File: src/rtl/rf_test_monitor_if.sv
// Snoop, configuration and verdict signals between a CPU bench and rf_test_monitor.
interface rf_test_monitor_if #(
  parameter int unsigned NUM_REGS   = 16,
  parameter int unsigned DATA_W     = 32,
  parameter int unsigned NUM_CHECKS = 4,
  parameter int unsigned CNT_W      = 16
);
  localparam int unsigned AW = (NUM_REGS > 1) ? $clog2(NUM_REGS) : 1;
  localparam int unsigned IW = (NUM_CHECKS > 1) ? $clog2(NUM_CHECKS) : 1;

  logic                         start;
  logic                         rf_we;
  logic [AW-1:0]                rf_wa;
  logic [DATA_W-1:0]            rf_wd;
  logic [DATA_W-1:0]            pc;
  logic [NUM_CHECKS-1:0]        exp_valid;
  logic [NUM_CHECKS*AW-1:0]     exp_addr;
  logic [NUM_CHECKS*DATA_W-1:0] exp_data;

  logic                         done;
  logic                         pass;
  logic [1:0]                   fail_code;
  logic [IW-1:0]                fail_idx;
  logic [NUM_CHECKS-1:0]        mismatch_mask;
  logic [CNT_W-1:0]             cycle_count;

  modport master (
    output start, rf_we, rf_wa, rf_wd, pc, exp_valid, exp_addr, exp_data,
    input  done, pass, fail_code, fail_idx, mismatch_mask, cycle_count
  );

  modport slave (
    input  start, rf_we, rf_wa, rf_wd, pc, exp_valid, exp_addr, exp_data,
    output done, pass, fail_code, fail_idx, mismatch_mask, cycle_count
  );
endinterface

File: src/rtl/rf_test_monitor.sv
// End-of-test monitor: shadows watched register writes, detects PC halt or timeout,
// and reports a sticky PASS/FAIL verdict with per-slot mismatch detail.
module rf_test_monitor #(
  parameter int unsigned NUM_REGS       = 16,
  parameter int unsigned DATA_W         = 32,
  parameter int unsigned NUM_CHECKS     = 4,
  parameter int unsigned TIMEOUT_CYCLES = 1000,
  parameter int unsigned HALT_CYCLES    = 8,
  parameter int unsigned CNT_W          = 16
) (
  input  logic             clk,
  input  logic             reset,
  rf_test_monitor_if.slave bus
);
  localparam int unsigned AW  = (NUM_REGS > 1) ? $clog2(NUM_REGS) : 1;
  localparam int unsigned IW  = (NUM_CHECKS > 1) ? $clog2(NUM_CHECKS) : 1;
  localparam int unsigned HCW = $clog2(HALT_CYCLES);

  typedef enum logic [1:0] {S_IDLE, S_RUN, S_PASS, S_FAIL} state_t;

  state_t                                state_q, state_d;
  logic [NUM_CHECKS-1:0]                 cfg_valid_q, cfg_valid_d;
  logic [NUM_CHECKS*AW-1:0]              cfg_addr_q, cfg_addr_d;
  logic [NUM_CHECKS*DATA_W-1:0]          cfg_data_q, cfg_data_d;
  logic [NUM_CHECKS-1:0]                 seen_q, seen_d;
  logic [NUM_CHECKS-1:0][DATA_W-1:0]     shadow_q, shadow_d;
  logic [DATA_W-1:0]                     prev_pc_q, prev_pc_d;
  logic                                  first_q, first_d;
  logic [HCW-1:0]                        halt_cnt_q, halt_cnt_d;

  logic                                  done_q, done_d;
  logic                                  pass_q, pass_d;
  logic [1:0]                            fail_code_q, fail_code_d;
  logic [IW-1:0]                         fail_idx_q, fail_idx_d;
  logic [NUM_CHECKS-1:0]                 mask_q, mask_d;
  logic [CNT_W-1:0]                      cnt_q, cnt_d;

  logic [NUM_CHECKS-1:0]                 fail_vec;
  logic [IW-1:0]                         low_idx;
  logic                                  low_found;
  logic                                  halt;
  logic                                  timeout;
  logic [CNT_W-1:0]                      cnt_inc;

  // Next-state and next-output logic
  always_comb begin
    state_d     = state_q;
    cfg_valid_d = cfg_valid_q;
    cfg_addr_d  = cfg_addr_q;
    cfg_data_d  = cfg_data_q;
    seen_d      = seen_q;
    shadow_d    = shadow_q;
    prev_pc_d   = prev_pc_q;
    first_d     = first_q;
    halt_cnt_d  = halt_cnt_q;
    done_d      = done_q;
    pass_d      = pass_q;
    fail_code_d = fail_code_q;
    fail_idx_d  = fail_idx_q;
    mask_d      = mask_q;
    cnt_d       = cnt_q;
    fail_vec    = '0;
    low_idx     = '0;
    low_found   = 1'b0;
    halt        = 1'b0;
    timeout     = 1'b0;
    cnt_inc     = cnt_q;

    case (state_q)
      S_RUN: begin
        cnt_inc = (cnt_q == '1) ? cnt_q : cnt_q + CNT_W'(1);
        cnt_d   = cnt_inc;

        // Shadow update; the evaluation below sees this cycle's write (bypass)
        for (int i = 0; i < int'(NUM_CHECKS); i++) begin
          if (bus.rf_we && (bus.rf_wa == cfg_addr_q[i*AW +: AW])) begin
            shadow_d[i] = bus.rf_wd;
            seen_d[i]   = 1'b1;
          end
          fail_vec[i] = cfg_valid_q[i] &&
                        (!seen_d[i] || (shadow_d[i] != cfg_data_q[i*DATA_W +: DATA_W]));
        end

        for (int i = 0; i < int'(NUM_CHECKS); i++) begin
          if (fail_vec[i] && !low_found) begin
            low_idx   = IW'(i);
            low_found = 1'b1;
          end
        end

        prev_pc_d = bus.pc;
        first_d   = 1'b0;
        if (first_q || (bus.pc != prev_pc_q)) halt_cnt_d = '0;
        else                                  halt_cnt_d = halt_cnt_q + HCW'(1);

        halt    = (halt_cnt_d == HCW'(HALT_CYCLES - 1));
        timeout = (cnt_inc == CNT_W'(TIMEOUT_CYCLES - 1));

        if (halt || timeout) begin
          done_d = 1'b1;
          mask_d = fail_vec;
          if (halt && (fail_vec == '0)) begin
            state_d     = S_PASS;
            pass_d      = 1'b1;
            fail_code_d = 2'd0;
          end else begin
            state_d     = S_FAIL;
            fail_code_d = halt ? 2'd1 : 2'd2;
            fail_idx_d  = halt ? low_idx : '0;
          end
        end
      end

      default: begin
        if (bus.start) begin
          cfg_valid_d = bus.exp_valid;
          cfg_addr_d  = bus.exp_addr;
          cfg_data_d  = bus.exp_data;
          seen_d      = '0;
          shadow_d    = '0;
          prev_pc_d   = '0;
          first_d     = 1'b1;
          halt_cnt_d  = '0;
          done_d      = 1'b0;
          pass_d      = 1'b0;
          fail_code_d = 2'd0;
          fail_idx_d  = '0;
          mask_d      = '0;
          cnt_d       = '0;
          if (bus.exp_valid == '0) begin
            state_d     = S_FAIL;
            done_d      = 1'b1;
            fail_code_d = 2'd3;
          end else begin
            state_d = S_RUN;
          end
        end
      end
    endcase
  end

  // State and output registers
  always_ff @(posedge clk or negedge reset) begin
    if (!reset) begin
      state_q     <= S_IDLE;
      cfg_valid_q <= '0;
      cfg_addr_q  <= '0;
      cfg_data_q  <= '0;
      seen_q      <= '0;
      shadow_q    <= '0;
      prev_pc_q   <= '0;
      first_q     <= 1'b0;
      halt_cnt_q  <= '0;
      done_q      <= 1'b0;
      pass_q      <= 1'b0;
      fail_code_q <= 2'd0;
      fail_idx_q  <= '0;
      mask_q      <= '0;
      cnt_q       <= '0;
    end else begin
      state_q     <= state_d;
      cfg_valid_q <= cfg_valid_d;
      cfg_addr_q  <= cfg_addr_d;
      cfg_data_q  <= cfg_data_d;
      seen_q      <= seen_d;
      shadow_q    <= shadow_d;
      prev_pc_q   <= prev_pc_d;
      first_q     <= first_d;
      halt_cnt_q  <= halt_cnt_d;
      done_q      <= done_d;
      pass_q      <= pass_d;
      fail_code_q <= fail_code_d;
      fail_idx_q  <= fail_idx_d;
      mask_q      <= mask_d;
      cnt_q       <= cnt_d;
    end
  end

  assign bus.done          = done_q;
  assign bus.pass          = pass_q;
  assign bus.fail_code     = fail_code_q;
  assign bus.fail_idx      = fail_idx_q;
  assign bus.mismatch_mask = mask_q;
  assign bus.cycle_count   = cnt_q;
endmodule
File: src/flat_wrapper.sv
// flat-port wrapper written by rule: the top's interface ports become plain ports
module rf_test_monitor_flat 
#(
  parameter int unsigned NUM_REGS       = 16,
  parameter int unsigned DATA_W         = 32,
  parameter int unsigned NUM_CHECKS     = 4,
  parameter int unsigned TIMEOUT_CYCLES = 1000,
  parameter int unsigned HALT_CYCLES    = 8,
  parameter int unsigned CNT_W          = 16
)
  (clk, reset, bus_start, bus_rf_we, bus_rf_wa, bus_rf_wd, bus_pc, bus_exp_valid, bus_exp_addr, bus_exp_data, bus_done, bus_pass, bus_fail_code, bus_fail_idx, bus_mismatch_mask, bus_cycle_count);
  rf_test_monitor_if #(.NUM_REGS(NUM_REGS), .DATA_W(DATA_W), .NUM_CHECKS(NUM_CHECKS), .CNT_W(CNT_W)) bus_i ();
  input  logic clk;
  input  logic reset;
  input wire logic [$bits(bus_i.start)-1:0] bus_start;
  input wire logic [$bits(bus_i.rf_we)-1:0] bus_rf_we;
  input wire logic [$bits(bus_i.rf_wa)-1:0] bus_rf_wa;
  input wire logic [$bits(bus_i.rf_wd)-1:0] bus_rf_wd;
  input wire logic [$bits(bus_i.pc)-1:0] bus_pc;
  input wire logic [$bits(bus_i.exp_valid)-1:0] bus_exp_valid;
  input wire logic [$bits(bus_i.exp_addr)-1:0] bus_exp_addr;
  input wire logic [$bits(bus_i.exp_data)-1:0] bus_exp_data;
  output wire logic [$bits(bus_i.done)-1:0] bus_done;
  output wire logic [$bits(bus_i.pass)-1:0] bus_pass;
  output wire logic [$bits(bus_i.fail_code)-1:0] bus_fail_code;
  output wire logic [$bits(bus_i.fail_idx)-1:0] bus_fail_idx;
  output wire logic [$bits(bus_i.mismatch_mask)-1:0] bus_mismatch_mask;
  output wire logic [$bits(bus_i.cycle_count)-1:0] bus_cycle_count;
  assign bus_i.start = bus_start;
  assign bus_i.rf_we = bus_rf_we;
  assign bus_i.rf_wa = bus_rf_wa;
  assign bus_i.rf_wd = bus_rf_wd;
  assign bus_i.pc = bus_pc;
  assign bus_i.exp_valid = bus_exp_valid;
  assign bus_i.exp_addr = bus_exp_addr;
  assign bus_i.exp_data = bus_exp_data;
  assign bus_done = bus_i.done;
  assign bus_pass = bus_i.pass;
  assign bus_fail_code = bus_i.fail_code;
  assign bus_fail_idx = bus_i.fail_idx;
  assign bus_mismatch_mask = bus_i.mismatch_mask;
  assign bus_cycle_count = bus_i.cycle_count;
  rf_test_monitor #(.NUM_REGS(NUM_REGS), .DATA_W(DATA_W), .NUM_CHECKS(NUM_CHECKS), .TIMEOUT_CYCLES(TIMEOUT_CYCLES), .HALT_CYCLES(HALT_CYCLES), .CNT_W(CNT_W)) u_core (.clk(clk), .reset(reset), .bus(bus_i));
endmodule
File: config.mk
export PLATFORM = sky130hd
export DESIGN_NAME = rf_test_monitor_flat
export DESIGN_NICKNAME = d
export VERILOG_FILES = /design/src/rtl/rf_test_monitor_if.sv /design/src/rtl/rf_test_monitor.sv /design/src/flat_wrapper.sv
export SDC_FILE = /design/constraint.sdc
export NUM_CORES = 1
export LEC_CHECK = 0
export BUFFER_PORTS_ARGS = -buffer_cell sky130_fd_sc_hd__buf_2
export CORE_MARGIN = 2
export CORE_UTILIZATION = 58
export DETAILED_ROUTE_END_ITERATION = 10
export PLACE_DENSITY = 0.8
export SLEW_MARGIN = 20
export SYNTH_ARGS = -nofsm -noshare
export SYNTH_HDL_FRONTEND = slang
export SYNTH_SLANG_ARGS = --single-unit
File: constraint.sdc
create_clock -name clk -period 3.9 [get_ports clk]
set_clock_uncertainty 0.1 [all_clocks]
set_input_delay 0.585 -clock clk [delete_from_list [all_inputs] [get_ports clk]]
set_output_delay 0.585 -clock clk [all_outputs]
set_load 0.01 [all_outputs]
Word-level counts from Yosys, hierarchy flattened
Cells that the tools add are included.

cells by class
  reduce and logical (&&, ||, !) cells = 32
  bitwise gates (word level) = 1
  eq/ne operators = 16
  add/sub/neg operators = 2
  multiplexer cells = 66

operators by type and width
  cell                   count
  $mux 32                10
  $mux 128               2
  $ne 32x32->1           5
  $mux 16                3
  $mux 2                 17
  $mux 1                 26
  $add 16x1->16 const B  1
  $eq 16x10->1 const B   1
  $eq 16x16->1 const B   1
  $eq 4x4->1             4
  $mux 4                 4
  $logic_and 1x1->1      12
  $mux 3                 4
  $logic_not 4->1        2
  $logic_not 1->1        7
  $logic_or 1x1->1       6
  $reduce_and 3->1       2
  $ne 2x1->1 const B     2
  $reduce_and 2->1       2
  $add 3x1->3 const B    1
  $eq 3x3->1 const B     1
  $eq 2x1->1 const B     1
  $ne 2x2->1 const B     1
  $reduce_bool 2->1      1
  $not 1->1              1

storage, ports and cells
  register bits after elaboration = 344
  output and inout port bits = 26

Logic depth before layout (Yosys ltp)
Gate-level depths: netlist (run 1).

  word-level depth = 24
  gate-level depth with buffers = 12

Least setup slack after synthesis (run 1)
OpenSTA, ideal clock, no wires.

  path type = input port to flip-flop
  from = input port bus_rf_wa[1]
  to = register u_core.fail_code_q[0] (netlist: u_core.bus.fail_code[0])
  cell stages on the path = 12
  required time = 3.650 ns
  slack = 0.610 ns
  data arrival time = 3.040 ns
  library setup time = 0.150 ns
  cell sequence = buf_2 > xnor2_1 > and2_1 > clkbuf_1 > clkbuf_1 > nand4_1 > o2111ai_1 > o2111ai_1 > or4_1 > o41a_1 > nor3_1 > a41oi_1

on the way
  word-level cells in the longest chain between the ends = 12

RTL lines
  element                                                 line                    RTL
  from (decl)                                             flat_wrapper.sv:17      input wire logic [$bits(bus_i.rf_wa)-1:0] bus_rf_wa;
  $eq 4x4->1                                              rf_test_monitor.sv:76   if (bus.rf_we && (bus.rf_wa == cfg_addr_q[i*AW +: AW])) begin
  $logic_and 1x1->1                                       rf_test_monitor.sv:76
  $mux 32 / $mux 1 (equally long branches)                rf_test_monitor.sv:76
  $mux 32 / $mux 1 (equally long branches)                rf_test_monitor.sv:69   case (state_q)
  $ne 32x32->1 / $logic_not 1->1 (equally long branches)  rf_test_monitor.sv:81   (!seen_d[i] || (shadow_d[i] != cfg_data_q[i*DATA_W +: DATA_W]));
  $logic_or 1x1->1                                        rf_test_monitor.sv:81
  $logic_and 1x1->1                                       rf_test_monitor.sv:80   fail_vec[i] = cfg_valid_q[i] &&
  $logic_not 4->1 (*)                                     rf_test_monitor.sv:102  if (halt && (fail_vec == '0)) begin
  $logic_and 1x1->1 (*)                                   rf_test_monitor.sv:102
  $mux 2 (*)                                              rf_test_monitor.sv:102
  $mux 2 (*)                                              rf_test_monitor.sv:99   if (halt || timeout) begin
  $mux 2 (*)                                              rf_test_monitor.sv:69
  to (signal assigned)                                    rf_test_monitor.sv:172  fail_code_q <= fail_code_d;
  to (decl)                                               rf_test_monitor.sv:33   logic [1:0] fail_code_q, fail_code_d;

Every way passes the cells marked *; elsewhere a longest branch is shown, timed or not. The select of a mux whose other input is x is not followed.
A chain may end at the register's enable or synchronous reset.

Final worst setup path (run 1)
  from = register u_core.cfg_addr_q[11]
  to = register u_core.fail_code_q[0] (netlist: u_core.bus.fail_code[0])

on the way
  word-level cells in the longest chain between the ends = 12

RTL lines
  element                                                 line                    RTL
  from (decl)                                             rf_test_monitor.sv:23   logic [NUM_CHECKS*AW-1:0] cfg_addr_q, cfg_addr_d;
  from (signal assigned)                                  rf_test_monitor.sv:163  cfg_addr_q <= cfg_addr_d;
  $eq 4x4->1 (*)                                          rf_test_monitor.sv:76
  $logic_and 1x1->1 (*)                                   rf_test_monitor.sv:76
  $mux 32 / $mux 1 (equally long branches)                rf_test_monitor.sv:76
  $mux 32 / $mux 1 (equally long branches)                rf_test_monitor.sv:69
  $ne 32x32->1 / $logic_not 1->1 (equally long branches)  rf_test_monitor.sv:81
  $logic_or 1x1->1 (*)                                    rf_test_monitor.sv:81
  $logic_and 1x1->1 (*)                                   rf_test_monitor.sv:80
  $logic_not 4->1 (*)                                     rf_test_monitor.sv:102
  $logic_and 1x1->1 (*)                                   rf_test_monitor.sv:102
  $mux 2 (*)                                              rf_test_monitor.sv:102
  $mux 2 (*)                                              rf_test_monitor.sv:99
  $mux 2 (*)                                              rf_test_monitor.sv:69

Marks and branches as above.

==> results of run 1 <==
## repair_timing
action	CTS	global route
setup endpoints to repair	0	1
hold endpoints to repair	0	0
gates resized for setup	0	1
hold buffers	0	0
## layout make-up
cell class,count,area [um^2],share of cell area
clock buffer,56,1140,0.0543
clock inverter,14,203,0.00963
inverter,67,251,0.0119
multi-input combinational,1603,8590,0.408
sequential,343,8580,0.408
tap,396,495,0.0235
timing repair buffer,308,1780,0.0848
## power by group through the flow
stage          combinational (W)  sequential, W  clock (W)
2_1_floorplan            0.00349        0.00565          0
3_3_place_gp             0.00467        0.00604          0
3_5_place_dp             0.00482        0.00607          0
4_1_cts                  0.00486        0.00604    0.00390
5_1_grt                  0.00547        0.00620    0.00407
6_report                 0.00490        0.00610    0.00386
## cells in the mapped netlist, drive strengths merged (6+ instances only)
master / number / share of area
a211oi: 12 / 0.0050
a21boi: 8 / 0.0033
a21o: 6 / 0.0025
a21oi: 46 / 0.013
a221oi: 10 / 0.0049
a22o: 11 / 0.0054
a22oi: 7 / 0.0029
a31oi: 6 / 0.0021
and2: 9 / 0.0031
and3: 22 / 0.0080
buf: 18 / 0.0043
clkbuf: 131 / 0.027
dfrtp: 343 / 0.48
inv: 67 / 0.014
mux2i: 14 / 0.0078
nand2: 719 / 0.15
nand2b: 9 / 0.0031
nand3: 54 / 0.015
nand3b: 34 / 0.014
nand4: 34 / 0.012
nor2: 30 / 0.0063
nor2b: 17 / 0.0059
nor3: 30 / 0.0084
nor4: 28 / 0.0098
o2111ai: 9 / 0.0044
o211ai: 12 / 0.0050
o21ai: 215 / 0.060
o22ai: 26 / 0.0091
o31ai: 18 / 0.0075
or3: 8 / 0.0028
or4: 11 / 0.0048
xnor2: 70 / 0.034
xor2: 80 / 0.039
## registers in the layout (all words and copies together) (netlist names)
signal                    flops
u_core.cfg_data_q           128
u_core.shadow_q             128
u_core.prev_pc_q             32
u_core.bus.cycle_count       16
u_core.cfg_addr_q            16
u_core.bus.mismatch_mask      4
u_core.cfg_valid_q            4
u_core.seen_q                 4
u_core.halt_cnt_q             3
u_core.bus.fail_code          2
u_core.bus.fail_idx           2
u_core.bus.done               1
u_core.bus.pass               1
u_core.first_q                1
u_core.state_q                1
## logic make-up (layout without fill, tap and decap cells)
logic type	Yosys count	in the layout	share of synthesized area
AOI/OAI and AO/OA	416	416	0.142
buffers and inverters	216	445	0.0458
adders and majority gates	2	2	0.00139
and+or+nand+nor	1016	1016	0.249
muxes	19	19	0.0110
DFF	343	343	0.478
xor gates and xnor gates	150	150	0.0732
## metal layers
layer,track usage,up-vias
met5,0,-
met4,0.151,4
met3,0.0790,183
met2,0.528,844
met1,0.496,8049
li1,-,7684
## how the worst max path moves through the flow
stage / end / cells after the start / start / slack [ns]
after detailed placement: u_core.bus.fail_code[0]$_DFFE_PN0P_ / 10 / bus_rf_wa[3] / 0.08
after CTS: u_core.bus.fail_code[1]$_DFFE_PN0P_ / 10 / u_core.bus.cycle_count[0]$_DFFE_PN0P_ / 0.32
after floorplan: u_core.bus.fail_code[0]$_DFFE_PN0P_ / 12 / bus_rf_wa[1] / 0.61
after global routing: u_core.bus.fail_code[0]$_DFFE_PN0P_ / 9 / u_core.cfg_addr_q[11]$_DFFE_PN0P_ / 0.24
after global placement: u_core.bus.fail_code[0]$_DFFE_PN0P_ / 10 / bus_rf_wa[3] / 0.14
final: u_core.bus.fail_code[0]$_DFFE_PN0P_ / 9 / u_core.cfg_addr_q[11]$_DFFE_PN0P_ / 0.38
## through the flow
| stage | total power [W] | util | hold slack [ns] | std cells |
|---|---|---|---|---|
| after floorplan | 0.00915 | - | 0.189 | 2162 |
| after global placement | 0.0107 | 0.646 | 0.356 | 2717 |
| after detailed placement | 0.0109 | 0.646 | 0.363 | 2717 |
| after CTS | 0.0148 | 0.690 | 0.105 | 2787 |
| after global routing | 0.0157 | 0.690 | 0.125 | 2787 |
| final | 0.0149 | 0.690 | 0.0553 | 2787 |
==> summary.txt, run 1 <==
Register share of total power -> 0.411
Sequential-to-total area share from yosys stat -> 0.478
Synth cell types -> 64
Min cycle time layout -> 3.52 ns
Core ar. -> 30,500 um^2
CTS tree -> built
Fin Setup TNS -> 0 ns
Avg Cell Area, Syn -> 8.30 um^2
Pint -> 0.00911 W
Clock Tree Buf Depth -> 3
Die W -> 180 um
Rel. slew slack -> 0.266
Drt first pass iters -> 8
M1 WL -> 23,700 um
Routed len/inst -> 20.5 um
Antenna violations before repair -> 2
R2R depth -> 9
Crit path DAT -> 3.80 ns
Htree depth -> 2
DRT antenna net count -> 0
Worst-path maximum fanout -> 7
First-pass GRT wire length -> 90,200 um
Critical Path End Type -> flip-flop
Comb power frac -> 0.330
Dpl cell area -> 19,700 um^2
Status -> completed
Clk root buf -> clkbuf_16
Post-CTS setup buffers -> 0
Die ar. -> 32,400 um^2
Fill count -> 2,469
DR vias/cell -> 6.02
Required time worst endpoint -> 4.17 ns
Largest net degree at the start of global routing -> 232
Critical path's top delay family -> simple AND/OR/NAND/NOR gates
Global route overflow -> 0
Main synth FF type -> dfrtp_1
Final setup viols -> 0
Cts bufs inserted -> 39
Layout Nets -> 2,584
GRT Util Overall -> 0.352
Post-synth ARST share -> 1.00
Initial Utilization -> 0.588
Startpoint types -> flip-flop
Starting DRT DRC Count -> 1,797
Reg-to-reg startpoint -> u_core.cfg_addr_q[11]$_DFFE_PN0P_
#FFs+latches synth -> 343
Mapped Nets -> 2,384
Setup WS pre-CTS -> 0.0843 ns
Switching Share -> 0.387
Metal3 WL -> 5500 um
Sinks on the clock net -> 343
Hold WC Path Type -> in -> async
Reg2reg end -> u_core.bus.fail_code[0]$_DFFE_PN0P_
Worst Setup Path Type -> reg -> reg
Crit-path max cell delay -> 0.54 ns
Layout cell share with drive strength beyond 1 -> 0.163
Slowest CP cell -> or4_1
Area growth syn-to-layout -> 17.3%
Clock slew at reported path FFs -> 0.06 ns
Commonest cells after routing, fill and taps aside -> nand2_1 (718), dfrtp_1 (343), buf_2 (244), o21ai_0 (215), xor2_1 (80)
Commonest non-fill, non-tap cell in the layout -> nand2_1
Residual DRC -> 0
Die height -> 180 um
Std cell rows -> 64
Worst-margin pin slew -> 1.10 ns
FF-to-FF setup slack -> 0.38 ns
Cell Area, Synth -> 17,900 um^2
Detailed Place HPWL -> 39,900 um
Lkg Pwr -> 10.0 nW
Maximum vdd drop -> 0.451 mV
Final Max Slew Viols -> 0
ANT cells -> 0
Final WL -> 57,000 um
Fmax -> 0.284 GHz
Worst path bufs/invs -> 0
Post-synth EDFFs -> 0
# port buffers -> 245
Clock share of power -> 0.260
NetSw -> 0.00575 W
Via count -> 16,800
Fin. Hold Viols -> 0
Final worst-path cycle share -> 0.903
RSZ-0062 raised after global routing -> no
Detail Route met2 WL -> 25,000 um
Number of max-cap violations -> 0
Power Density -> 706 nW/um^2
Worst setup margin -> 0.377 ns
Vias in the first global route -> 16,300
Yosys warning total -> 0
Placer Congestion -> 0.973
Worst-Skew Late Latency -> 0.53 ns
Highest Signal Layer -> met5
Mapped Cells -> 2,162
Design Area, Final -> 21,000 um^2
I/O pins -> 246
Worst-path cell chain -> xor2_1 -> or3_1 -> or4_1 -> o2111ai_1 -> o2111ai_1 -> or4_1 -> o41a_1 -> nor3_1 -> a41oi_1
Note: power is estimated with default switching activity, not from simulation.
==> run 2: changes to the inputs <==
--- a/config.mk
+++ b/config.mk
@@ -6,10 +6,12 @@
 export NUM_CORES = 1
 export LEC_CHECK = 0
 export BUFFER_PORTS_ARGS = -buffer_cell sky130_fd_sc_hd__buf_2
+export CELL_PAD_IN_SITES_DETAIL_PLACEMENT = 0
+export CELL_PAD_IN_SITES_GLOBAL_PLACEMENT = 2
 export CORE_MARGIN = 2
-export CORE_UTILIZATION = 58
+export CORE_UTILIZATION = 35
 export DETAILED_ROUTE_END_ITERATION = 10
-export PLACE_DENSITY = 0.8
+export PLACE_DENSITY_LB_ADDON = 0.1
 export SLEW_MARGIN = 20
 export SYNTH_ARGS = -nofsm -noshare
 export SYNTH_HDL_FRONTEND = slang
==> summary.txt, run 2 (synthesized netlist as in run 1, its figures left out) <==
Reg-to-reg startpoint -> u_core.bus.cycle_count[0]$_DFFE_PN0P_
Hold WC Path Type -> in -> reg
Routed len/inst -> 21.6 um
Fin. Hold Viols -> 0
Biggest regs -> u_core.cfg_data_q: 128 flops, u_core.shadow_q: 128 flops, u_core.prev_pc_q: 32 flops
ANT cells -> 0
Area growth syn-to-layout -> 20.5%
# port buffers -> 245
Clk root buf -> clkbuf_16
Power Density -> 706 nW/um^2
Critical Path End Type -> flip-flop
Design Area, Final -> 21,600 um^2
Core ar. -> 50,400 um^2
Dpl cell area -> 20,200 um^2
DR vias/cell -> 5.26
Fin Setup TNS -> 0 ns
Number of max-cap violations -> 0
Commonest cells after routing, fill and taps aside -> nand2_1 (718), dfrtp_1 (343), buf_2 (244), o21ai_0 (215), xor2_1 (80)
Antenna violations before repair -> 0
Startpoint types -> flip-flop
Required time worst endpoint -> 4.24 ns
Top cell by count, worst path -> a21oi_1
RSZ-0062 raised after global routing -> no
Layout Nets -> 2,599
Final WL -> 66,700 um
Starting DRT DRC Count -> 1,368
I/O pins -> 246
Die ar. -> 53,100 um^2
Worst-path maximum fanout -> 9
Layout cell share with drive strength beyond 1 -> 0.168
CTS tree -> built
Htree depth -> 2
Residual DRC -> 0
Global route overflow -> 0
Switching Share -> 0.389
First-pass GRT wire length -> 100,000 um
Die W -> 230 um
Status -> completed
Rel. slew slack -> 0.439
Final setup viols -> 0
Min cycle time layout -> 3.63 ns
Detailed Place HPWL -> 48,000 um
Worst path bufs/invs -> 1
Vias in the first global route -> 16,000
Worst-Skew Late Latency -> 0.59 ns
Drt first pass iters -> 5
Critical path's top delay family -> compound AO/OA/AOI/OAI gates
Post-cts sizing count -> 0
Placer Congestion -> 0.903
Slowest CP cell -> a2111oi_0
Comb power frac -> 0.330
R2R depth -> 11
Hold buffer count at CTS -> 1
Reg2reg end -> u_core.bus.fail_idx[0]$_DFFE_PN0P_
DRT antenna net count -> 0
Post-CTS setup buffers -> 0
Hold Path End -> u_core.cfg_data_q[13]$_DFFE_PN0P_
Via count -> 16,200
Sinks on the clock net -> 343
Crit path DAT -> 3.98 ns
Final Max Slew Viols -> 0
Clock share of power -> 0.272
Pint -> 0.00932 W
Cts bufs inserted -> 41
Hold Path Cell Cnt -> 3
Worst-path cell chain -> ha_1 -> and2_1 -> nand2_1 -> nor3_1 -> and3_1 -> a21oi_1 -> a2111oi_0 -> buf_4 -> a21oi_1 -> a21o_1 -> a22o_1
Die height -> 230 um
Crit-path max cell delay -> 0.48 ns
Initial Utilization -> 0.356
Std cell rows -> 82
Clock slew at reported path FFs -> 0.06 ns
Register share of total power -> 0.398
Lkg Pwr -> 10.2 nW
Largest net degree at the start of global routing -> 164
Commonest non-fill, non-tap cell in the layout -> nand2_1
Maximum vdd drop -> 0.378 mV
Final worst-path cycle share -> 0.932
GRT Util Overall -> 0.251
Clock Tree Buf Depth -> 3
Hold_sp -> bus_exp_data[13]
FF-to-FF setup slack -> 0.27 ns
Hold Slack -> 0.0873 ns
Worst Setup Path Type -> reg -> reg
NetSw -> 0.00594 W
Fmax -> 0.275 GHz
Worst-margin pin slew -> 0.842 ns
[run 2: cell count changes in the layout (fill, tap and decap cells not counted)]
cell           before  now
clkinv_4            0    1
clkbuf_8            6   10
clkbuf_1            9    8
dlygate4sd3_1       0    1
a21oi_2             2    1
clkinvlp_4          3    0
buf_12              6    9
clkbuf_16          41   43
a21oi_1            44   45
buf_4              57   66
inv_6               0    1
[run 2: routing by layer]
layer | vias up | global-route usage | part of all wire
li1 | 7716 | - | -
met1 | 7872 | 0.359 | 0.46
met2 | 498 | 0.382 | 0.44
met3 | 105 | 0.0430 | 0.061
met4 | 0 | 0.0861 | 0.032
met5 | - | 0 | 0
[run 2: layout make-up]
type	count	area, um^2
fill	5149	28800
clock inverter	13	198
sequential	343	8580
clock buffer	61	1240
tap	672	841
multi-input combinational	1603	8580
timing repair buffer	321	1920
inverter	67	251
[run 2: worst max-delay path by stage]
stage          depth (start not counted)                                  start                             endpoint  slack, ns
4_1_cts                               11  u_core.bus.cycle_count[0]$_DFFE_PN0P_   u_core.bus.fail_idx[0]$_DFFE_PN0P_       0.27
3_3_place_gp                          10                           bus_rf_wa[3]  u_core.bus.fail_code[0]$_DFFE_PN0P_       0.10
3_5_place_dp                          10                           bus_rf_wa[3]  u_core.bus.fail_code[0]$_DFFE_PN0P_       0.03
2_1_floorplan                         12                           bus_rf_wa[1]  u_core.bus.fail_code[0]$_DFFE_PN0P_       0.61
5_1_grt                               11  u_core.bus.cycle_count[0]$_DFFE_PN0P_   u_core.bus.fail_idx[0]$_DFFE_PN0P_       0.05
6_report                              11  u_core.bus.cycle_count[0]$_DFFE_PN0P_   u_core.bus.fail_idx[0]$_DFFE_PN0P_       0.27
[run 2: per-stage QoR]
| step | power (W) | util | worst slack, ns | std cells |
|---|---|---|---|---|
| 5_1_grt | 0.0163 | 0.429 | 0.0465 | 3080 |
| 3_5_place_dp | 0.0111 | 0.400 | 0.0317 | 3005 |
| 4_1_cts | 0.0154 | 0.429 | 0.274 | 3080 |
| 6_report | 0.0153 | 0.429 | 0.265 | 3080 |
| 3_3_place_gp | 0.0111 | 0.400 | 0.101 | 3005 |
| 2_1_floorplan | 0.00915 | - | 0.610 | 2162 |
[run 2: worst reg2reg max path: stages (launching register included)]
cell       delay (ns)
dfrtp_1          0.43
ha_1             0.26
and2_1           0.34
nand2_1          0.16
nor3_1           0.43
and3_1           0.26
a21oi_1          0.11
a2111oi_0        0.48
buf_4            0.23
a21oi_1          0.23
a21o_1           0.26
a22o_1           0.22
[run 2: power by group through the flow]
| stage | Combinational [W] | Sequential [W] | Clock [W] |
|---|---|---|---|
| after floorplan | 0.00349 | 0.00565 | 0 |
| after global placement | 0.00496 | 0.00611 | 0 |
| after detailed placement | 0.00502 | 0.00611 | 0 |
| after CTS | 0.00505 | 0.00607 | 0.00425 |
| after global routing | 0.00567 | 0.00624 | 0.00438 |
| final | 0.00503 | 0.00608 | 0.00415 |
